==> src/rtl/tc_fp_pkg.sv <==
// Shared definitions for the tensor-core float datapath:
// format widths, exponent bias helper and the sequencer state encoding.
package tc_fp_pkg;

   localparam int E4M3_EXP  = 4;
   localparam int E4M3_FRAC = 3;
   localparam int E5M3_EXP  = 5;
   localparam int E5M3_FRAC = 3;
   localparam int E5M2_EXP  = 5;
   localparam int E5M2_FRAC = 2;

   function automatic int bias(input int exp_width);
      return (1 << (exp_width - 1)) - 1;
   endfunction

   typedef enum logic [1:0] {
      IDLE = 2'd0,
      CONV = 2'd1,
      DONE = 2'd2
   } state_t;

endpackage

==> src/rtl/precision_tran.sv <==
// Combinational float format converter: rebias exponent, resize fraction,
// flush subnormals, propagate Inf/NaN and flag invalid/overflow/underflow.
module precision_tran
   import tc_fp_pkg::*;
#(
   parameter int EXP_WIDTH_IN   = E4M3_EXP,
   parameter int FRAC_WIDTH_IN  = E4M3_FRAC,
   parameter int EXP_WIDTH_OUT  = E5M3_EXP,
   parameter int FRAC_WIDTH_OUT = E5M3_FRAC
) (
   input  logic [EXP_WIDTH_IN+FRAC_WIDTH_IN:0]   in_fp,
   output logic [EXP_WIDTH_OUT+FRAC_WIDTH_OUT:0] out_fp,
   output logic                                  invalid,
   output logic                                  overflow,
   output logic                                  underflow
);

   localparam int EI = EXP_WIDTH_IN;
   localparam int FI = FRAC_WIDTH_IN;
   localparam int EO = EXP_WIDTH_OUT;
   localparam int FO = FRAC_WIDTH_OUT;
   localparam logic [FO-1:0] QNAN_FRAC = FO'(1) << (FO - 1);

   logic          sign;
   logic [EI-1:0] exp_in;
   logic [FI-1:0] frac_in;
   logic [FO-1:0] frac_cv;
   int            exp_rb;

   assign sign    = in_fp[EI+FI];
   assign exp_in  = in_fp[EI+FI-1:FI];
   assign frac_in = in_fp[FI-1:0];

   // Widening pads low bits with zeros; narrowing truncates toward zero.
   generate
      if (FO > FI) begin : g_frac_ext
         assign frac_cv = {frac_in, {(FO-FI){1'b0}}};
      end else if (FO == FI) begin : g_frac_eq
         assign frac_cv = frac_in;
      end else begin : g_frac_trunc
         assign frac_cv = frac_in[FI-1 -: FO];
      end
   endgenerate

   always_comb begin
      out_fp    = '0;
      invalid   = 1'b0;
      overflow  = 1'b0;
      underflow = 1'b0;
      exp_rb    = int'(exp_in) - bias(EI) + bias(EO);
      if (exp_in == {EI{1'b1}}) begin
         if (frac_in != '0) begin
            invalid = 1'b1;
            out_fp  = {sign, {EO{1'b1}}, QNAN_FRAC};
         end else begin
            out_fp  = {sign, {EO{1'b1}}, {FO{1'b0}}};
         end
      end else if (exp_in == '0) begin
         out_fp = {sign, {(EO+FO){1'b0}}};
      end else if (exp_rb >= (1 << EO) - 1) begin
         overflow = 1'b1;
         out_fp   = {sign, {EO{1'b1}}, {FO{1'b0}}};
      end else if (exp_rb <= 0) begin
         underflow = 1'b1;
         out_fp    = {sign, {(EO+FO){1'b0}}};
      end else begin
         out_fp = {sign, exp_rb[EO-1:0], frac_cv};
      end
   end

endmodule

==> src/rtl/prec_conv_seq.sv <==
// Vector sequencer: latches a packed vector, pushes one element per cycle
// through a single shared precision_tran, and presents the assembled result.
module prec_conv_seq
   import tc_fp_pkg::*;
#(
   parameter int EXP_WIDTH_IN   = E4M3_EXP,
   parameter int FRAC_WIDTH_IN  = E4M3_FRAC,
   parameter int EXP_WIDTH_OUT  = E5M3_EXP,
   parameter int FRAC_WIDTH_OUT = E5M3_FRAC,
   parameter int NUM_ELEM       = 8,
   localparam int EW_IN  = EXP_WIDTH_IN + FRAC_WIDTH_IN + 1,
   localparam int EW_OUT = EXP_WIDTH_OUT + FRAC_WIDTH_OUT + 1,
   localparam int IDX_W  = $clog2(NUM_ELEM)
) (
   input  logic                       clk,
   input  logic                       rst_n,
   input  logic                       in_valid,
   output logic                       in_ready,
   input  logic [NUM_ELEM*EW_IN-1:0]  in_vec,
   output logic                       out_valid,
   input  logic                       out_ready,
   output logic [NUM_ELEM*EW_OUT-1:0] out_vec,
   output logic                       out_invalid,
   output logic                       out_overflow,
   output logic                       out_underflow,
   output logic [IDX_W:0]             out_nan_cnt,
   output logic                       busy
);

   localparam logic [IDX_W-1:0] LAST_IDX = IDX_W'(NUM_ELEM - 1);

   state_t                     state_q, state_d;
   logic [IDX_W-1:0]           idx_q, idx_d;
   logic [NUM_ELEM*EW_IN-1:0]  in_buf_q, in_buf_d;
   logic [NUM_ELEM*EW_OUT-1:0] out_buf_q, out_buf_d;
   logic                       inv_q, inv_d;
   logic                       ovf_q, ovf_d;
   logic                       unf_q, unf_d;
   logic [IDX_W:0]             nan_cnt_q, nan_cnt_d;

   logic [EW_IN-1:0]           cv_in;
   logic [EW_OUT-1:0]          cv_out;
   logic                       cv_inv, cv_ovf, cv_unf;

   assign cv_in = in_buf_q[idx_q*EW_IN +: EW_IN];

   precision_tran #(
      .EXP_WIDTH_IN   (EXP_WIDTH_IN),
      .FRAC_WIDTH_IN  (FRAC_WIDTH_IN),
      .EXP_WIDTH_OUT  (EXP_WIDTH_OUT),
      .FRAC_WIDTH_OUT (FRAC_WIDTH_OUT)
   ) u_conv (
      .in_fp     (cv_in),
      .out_fp    (cv_out),
      .invalid   (cv_inv),
      .overflow  (cv_ovf),
      .underflow (cv_unf)
   );

   always_comb begin
      state_d   = state_q;
      idx_d     = idx_q;
      in_buf_d  = in_buf_q;
      out_buf_d = out_buf_q;
      inv_d     = inv_q;
      ovf_d     = ovf_q;
      unf_d     = unf_q;
      nan_cnt_d = nan_cnt_q;
      case (state_q)
         IDLE: begin
            if (in_valid) begin
               state_d   = CONV;
               idx_d     = '0;
               in_buf_d  = in_vec;
               out_buf_d = '0;
               inv_d     = 1'b0;
               ovf_d     = 1'b0;
               unf_d     = 1'b0;
               nan_cnt_d = '0;
            end
         end
         CONV: begin
            out_buf_d[idx_q*EW_OUT +: EW_OUT] = cv_out;
            inv_d     = inv_q | cv_inv;
            ovf_d     = ovf_q | cv_ovf;
            unf_d     = unf_q | cv_unf;
            nan_cnt_d = nan_cnt_q + {{IDX_W{1'b0}}, cv_inv};
            // idx parks on the last slot so it never wraps.
            if (idx_q == LAST_IDX) begin
               state_d = DONE;
            end else begin
               idx_d = idx_q + 1'b1;
            end
         end
         DONE: begin
            if (out_ready) begin
               state_d = IDLE;
            end
         end
         default: state_d = IDLE;
      endcase
   end

   always_ff @(posedge clk) begin
      if (!rst_n) begin
         state_q   <= IDLE;
         idx_q     <= '0;
         in_buf_q  <= '0;
         out_buf_q <= '0;
         inv_q     <= 1'b0;
         ovf_q     <= 1'b0;
         unf_q     <= 1'b0;
         nan_cnt_q <= '0;
      end else begin
         state_q   <= state_d;
         idx_q     <= idx_d;
         in_buf_q  <= in_buf_d;
         out_buf_q <= out_buf_d;
         inv_q     <= inv_d;
         ovf_q     <= ovf_d;
         unf_q     <= unf_d;
         nan_cnt_q <= nan_cnt_d;
      end
   end

   assign in_ready      = (state_q == IDLE);
   assign out_valid     = (state_q == DONE);
   assign busy          = (state_q != IDLE);
   assign out_vec       = out_buf_q;
   assign out_invalid   = inv_q;
   assign out_overflow  = ovf_q;
   assign out_underflow = unf_q;
   assign out_nan_cnt   = nan_cnt_q;

endmodule

==> config.mk <==
export PLATFORM = sky130hd
export DESIGN_NAME = prec_conv_seq
export DESIGN_NICKNAME = d
export VERILOG_FILES = /design/src/rtl/tc_fp_pkg.sv /design/src/rtl/precision_tran.sv /design/src/rtl/prec_conv_seq.sv
export SDC_FILE = /design/constraint.sdc
export NUM_CORES = 1
export LEC_CHECK = 0
export CORE_UTILIZATION = 44
export CTS_CLUSTER_DIAMETER = 50
export DETAILED_ROUTE_END_ITERATION = 10
export PLACE_DENSITY = 0.79
export SLEW_MARGIN = 20
export SYNTH_ARGS = -nofsm -noshare
export SYNTH_HDL_FRONTEND = slang
export SYNTH_SLANG_ARGS = --single-unit
export TNS_END_PERCENT = 100
==> constraint.sdc <==
create_clock -name clk -period 11.2 [get_ports clk]
set_input_delay 2.24 -clock clk [delete_from_list [all_inputs] [get_ports clk]]
set_output_delay 2.24 -clock clk [all_outputs]
set_load 0.01 [all_outputs]
# Word-level counts from Yosys, hierarchy flattened
# Index checks and enable logic that the tools add are counted.
dict set report classes {
  n_mul 1
  bitwise_logic 3
  n_eq_ne 8
  reduce_logical 9
  n_lt_le_gt_ge 2
  addsub 5
  muxes 30
  shifts 3
}
# op count
set ops {}
lappend ops {{$pmux W72 S2} 1}
lappend ops {{$bwmux W72} 1}
lappend ops {{$mux W72} 1}
lappend ops {{$shift A9 B34 Y72 const A} 1}
lappend ops {{$shiftx A9 B34 Y72} 1}
lappend ops {{$shiftx A64 B7 Y8} 1}
lappend ops {{$neg A7 Y34} 1}
lappend ops {{$add A32 B5 Y32 const B} 1}
lappend ops {{$ge A32 B6 Y1 const B} 1}
lappend ops {{$le A32 B1 Y1 const B} 1}
lappend ops {{$mux W8} 4}
lappend ops {{$mux W1} 10}
lappend ops {{$mux W3} 3}
lappend ops {{$pmux W4 S2} 1}
lappend ops {{$mul A3 B4 Y7 const B} 1}
lappend ops {{$mux W2} 3}
lappend ops {{$ne A2 B2 Y1 const B} 3}
lappend ops {{$pmux W1 S2} 3}
lappend ops {{$pmux W2 S3} 1}
lappend ops {{$pmux W3 S2} 1}
lappend ops {{$reduce_and A3 Y1} 2}
lappend ops {{$sub A4 B3 Y5 const B} 1}
lappend ops {{$add A4 B1 Y4} 1}
lappend ops {{$eq A4 B4 Y1 const B} 1}
lappend ops {{other kinds (12)} 16}
dict set report word_totals {
  in_bits 68
  out_inout_bits 82
  reg_bits 148
  word_cells 69
}

# Longest topological paths before layout
dict set report logic_depth {
  depth_word 11
  mapped_depth 19
  ltp_nobuf 15
}

# By module
# From an unflattened synthesis, not the netlist that was laid out.
dict set report unflattened {
  hier_cells 737
  hier_area_um2 6616.3
}
# module seq_area_each_um2 instances cells_each area_each_um2
set by_module_without_submodules {}
lappend by_module_without_submodules {prec_conv_seq 2962.8 1 678 6182.2}
lappend by_module_without_submodules {precision_tran 0.0 1 59 434.2}

# Worst setup path before layout
# Ideal clock, no wire load.
dict set report synth_path {
  kind {register to register}
  start {register idx_q[0]}
  end {register out_buf_q[39], in the netlist out_vec[39]}
  setup_slack_ps 6677
  period_less_slack_ps 4523
  n_path_buf 3
  setup_ps 148
  required_time_ps 11052
  arrival_ps 4375
  path_stages_with_launch 19
  cell_sequence {dfxtp_1 -> buf_6 -> mux4_2 -> mux2i_4 -> inv_2 -> ha_1 -> clkbuf_1 -> nand2_1 -> nand2_1 -> inv_1 -> ha_1 -> nor4bb_1 -> and4_1 -> clkbuf_1 -> o211ai_1 -> a21boi_0 -> mux2i_1 -> a211oi_2 -> o32ai_1}
}
dict set report synth_via {
  elab_chain_cells 11
  elab_cells_between_ends 19
  classes_between {3 x add/sub; 1 x mul; 2 x order compare; 1 x eq/ne; 3 x shift; 7 x mux; 2 x reduce/logical}
}
# element line
set synth_lines {}
lappend synth_lines {{start, declared} prec_conv_seq.sv:33} ;# logic [IDX_W-1:0] idx_q, idx_d;
lappend synth_lines {{start signal, assigned} prec_conv_seq.sv:116} ;# idx_q <= idx_d;
lappend synth_lines {{$shiftx A64 B7 Y8} prec_conv_seq.sv:45} ;# assign cv_in = in_buf_q[idx_q*EW_IN +: EW_IN];
lappend synth_lines {{$sub A4 B3 Y5} precision_tran.sv:50} ;# exp_rb = int'(exp_in) - bias(EI) + bias(EO);
lappend synth_lines {{$add A32 B5 Y32} precision_tran.sv:50}
lappend synth_lines {{$le A32 B1 Y1} precision_tran.sv:63} ;# end else if (exp_rb <= 0) begin
lappend synth_lines {{$mux W8} precision_tran.sv:63}
lappend synth_lines {{$mux W8} precision_tran.sv:60} ;# end else if (exp_rb >= (1 << EO) - 1) begin
lappend synth_lines {{$mux W8} precision_tran.sv:58} ;# end else if (exp_in == '0) begin
lappend synth_lines {{$mux W8} precision_tran.sv:51} ;# if (exp_in == {EI{1'b1}}) begin
lappend synth_lines {{$shiftx A9 B34 Y72} prec_conv_seq.sv:83} ;# out_buf_d[idx_q*EW_OUT +: EW_OUT] = cv_out;
lappend synth_lines {{$bwmux W72 (*)} prec_conv_seq.sv:83}
lappend synth_lines {{$pmux W72 S2 (*)} prec_conv_seq.sv:69} ;# case (state_q)
lappend synth_lines {{end signal, assigned} prec_conv_seq.sv:118} ;# out_buf_q <= out_buf_d;
lappend synth_lines {{end, declared} prec_conv_seq.sv:35} ;# logic [NUM_ELEM*EW_OUT-1:0] out_buf_q, out_buf_d;
# Every way passes the cells marked *; elsewhere a longest branch is shown, timed or not.
# A chain may end at the register's enable or synchronous reset.

# Final worst setup path
dict set report layout_path {
  start {register idx_q[2]}
  end {register out_buf_q[3], in the netlist out_vec[3]}
}
# Same word-level chain as after synthesis.

==> impl_metrics.yaml <==
synthesis:
  synth_common_cells: "nand2_1 (184), dfxtp_1 (148), a21boi_0 (72), clkbuf_1 (39), o21ai_0 (31)"
  synth_fa_ha_area_share_pct: 3.34
  yosys-top-cells-area: "dfxtp_1 (44%), nand2_1 (10%), a21boi_0 (8.0%)"
  postSynthAreaPerCell_um2: 8.82
  synth.cell_area_um2: 6740
  yosysTopAreaCell: "dfxtp_1"
  synthSimpleGateAreaFrac_pct: 21.9
  synthMuxAreaShare_pct: 7.71
  async_flop_share_pct: 0
  ys_seq_area_share_pct: 44.0
  synth_edf_count: 0
  synth_top_cell_area_share_pct: 44.0
  ys_warn_count: 0
  synthFlopType: "dfxtp_1"
  netlist_instances: 764
  synth_nets: 850
  synth-seq-cells: 148
  synth_compound_gate_area_share_pct: 18.8
  synth_top_family_by_area: "simple AND/OR/NAND/NOR gates"
  synth_xor_area_share_pct: 0.650
  yosys.cell_count.top_type: "nand2_1"
  ys_types: 53
cts:
  cts_resized: 0
  numCtsBuffers: 17
  cts_hold_buf: 0
  clock_latency_ns: 0.43
  root_buffer: "clkbuf_16"
  cts_htree_levels: 4
  clk_pin_slew_worst_paths_ns: 0.06
  cts_tree: "done"
  postCtsSetupBuffers: 0
  clk_path_buf_depth: 2
  clock-sinks: 148
worst_setup_path:
  cp.arrival_ns: 5.71
  path_class: "reg -> reg"
  max_stage_delay_ns: 0.88
  regToRegSetupSlack_ns: 5.77
  worstPathCellList: "mux4_2 -> mux2i_4 -> inv_1 -> ha_1 -> nand2_1 -> nand2_1 -> inv_1 -> ha_1 -> nor4bb_1 -> and4_1 -> o211ai_1 -> a21boi_0 -> mux2i_1 -> a211oi_2 -> o32ai_1"
  endpoint_kind: "register"
  critical-path-slowest-cell: "dfxtp_1"
  cp_max_fo: 15
  cp.required_ns: 11.48
  worst_setup_path_start_kind: "register"
power_and_ir_drop:
  pwr_density_cell_nw_per_um2: 146
  vdd_ir_drop_max_uv: 121
  leakagePower_nw: 3.19
detailed_routing:
  via_per_inst: 5.40
  routedWlPerCell_um: 15.9
  firstDrtPassIters: 5
  drt_iter0_markers: 444
  drc: 0
  via_count: 5866
  wirelength_um: 17300
  drtAntennaViolNets: 0
sta:
  rsz0062_at_grt: "no"
  fin_worst_skew_ns: 0.0100
  period_share_pct: 48.4
  setup_violations: 0
  setup-tns-final_ns: 0
  worst_pin_slew_ns: 1.13
  drv_slew: 0
  fmaxAchievable_ghz: 0.184
  relSlewSlack_pct: 24.0
  hold_viol_final: 0
  fin_crit_ns: 5.43
layout:
  final_layout_size_suffix_gt1_share_pct: 7.53
  finalInstanceArea_um2: 8940
  multi_input_area_um2: 3530
  n_fill_cell: 1270
  area_growth_pct: 32.8
  regArea_um2: 2960
  finalNetCount: 976
  diodes: 0
die:
  die_w_um: 126
  die-area_um2: 15800
  start_util_pct: 45.6
  coreArea_um2: 14800
  die_h_um: 126
  num_rows: 44
  pin_count: 150
min_path:
  hp-class: "reg -> reg"
global_route:
  use_met2_pct: 38.0
  grt_pass1_vias: 5525
  grt_remaining_overflow: 0
  grtUsageMet1_pct: 29.3
  grt_max_degree: 141
  top_usage_layer: "met2"
  antenna_found_initial: 0
  grt_pass1_wl_um: 28300
  track_usage_pct: 22.9
  gr-usage-met3_pct: 5.99
placed_design:
  dp.final_hpwl_um: 12000
  gp_congestion: 0.836
  placed_cell_area_um2: 8310
  port_buffers: 149
run_status:
  status: "completed"
job:
  max_cap_violations: 0
flip-flops by register name (all words and copies together), names as in the netlist:
name and flops:
out_vec 72, in_buf_q 64, out_nan_cnt 4, idx_q 3, state_q 2, out_invalid 1, out_overflow 1, out_underflow 1
per-layer routing:
metal	part of all wire, %	routed length, µm	vias to the layer above
met2	48	8200	205
met1	45	7750	2732
li1	-	-	2917
met3	6.4	1100	12
met4	1.2	205	0
met5	0	0	-
where the power goes:
part	internal [mW]	switching, mW	total, mW	leakage (nW)
registers	0.543	0.00935	0.552	1.20
logic	0.0669	0.0952	0.162	1.69
clock network	0.366	0.228	0.594	0.299
cells by family (layout without fill, tap and decap cells):
family / after synthesis / in the layout
adders and majority gates: 18 / 18
DFF: 148 / 148
xor gates and xnor gates: 5 / 5
buffers and inverters: 60 / 199
AOI/OAI and AO/OA: 186 / 186
and+or+nand+nor: 319 / 319
muxes: 28 / 28
area by class of cell:
class	instances	area share, %
multi-input combinational	556	39.5
sequential	148	33.1
timing repair buffer	157	17.4
clock buffer	20	5.11
tap	184	2.57
clock inverter	12	1.89
inverter	10	0.420
worst max-delay path: cells and delay by family (launching register included):
kind	cells	cell delay [ns]
fa+ha+maj	2	0.48
mux	3	1.07
simple gates	4	1.06
flops	1	0.88
compound gates	4	1.45
buf+inv	2	0.32
per-stage QoR:
step                      cells  hold slack, ns  total power [mW]  setup WS, ns  utilization (%)
after detailed placement   1055           0.444             0.724          5.84             56.3
after global routing       1087           0.475              1.36          5.29             60.6
after global placement     1055           0.437             0.721          6.09             56.3
after floorplan             764           0.440             0.664          6.68                -
final                      1087           0.447              1.31          5.77             60.6
after CTS                  1087           0.453              1.31          5.82             60.6
placed cells by master, fill, tap and decap left out, types with 3 or more instances in the layout:
cell type,instances
a21boi_0,72
a21o_1,4
a21oi_1,29
a22oi_1,16
and2_1,14
and4_1,3
buf_4,8
bufinv_16,3
clkbuf_16,17
clkdlybuf4s50_1,148
clkinv_4,4
dfxtp_1,148
ha_1,18
inv_1,9
mux2i_1,8
mux2i_4,3
mux4_2,16
nand2_1,183
nand2b_1,4
nand3_1,26
nand4_1,10
nor2_1,21
nor2b_1,28
nor3_1,10
nor4_1,3
o2111ai_2,3
o21a_1,3
o21ai_0,31
o21ai_1,9
o31ai_1,6
xnor2_1,3
worst paths after layout:
kind | to | startpoint | cells after the start
hold / removal | out_vec[9] | out_vec[9] | 2
setup reg to reg | out_vec[3] | idx_q[2] | 15
setup / recovery | out_vec[3] | idx_q[2] | 15
hold reg to reg | out_vec[9] | out_vec[9] | 2
Note: power is estimated with default switching activity, not from simulation.
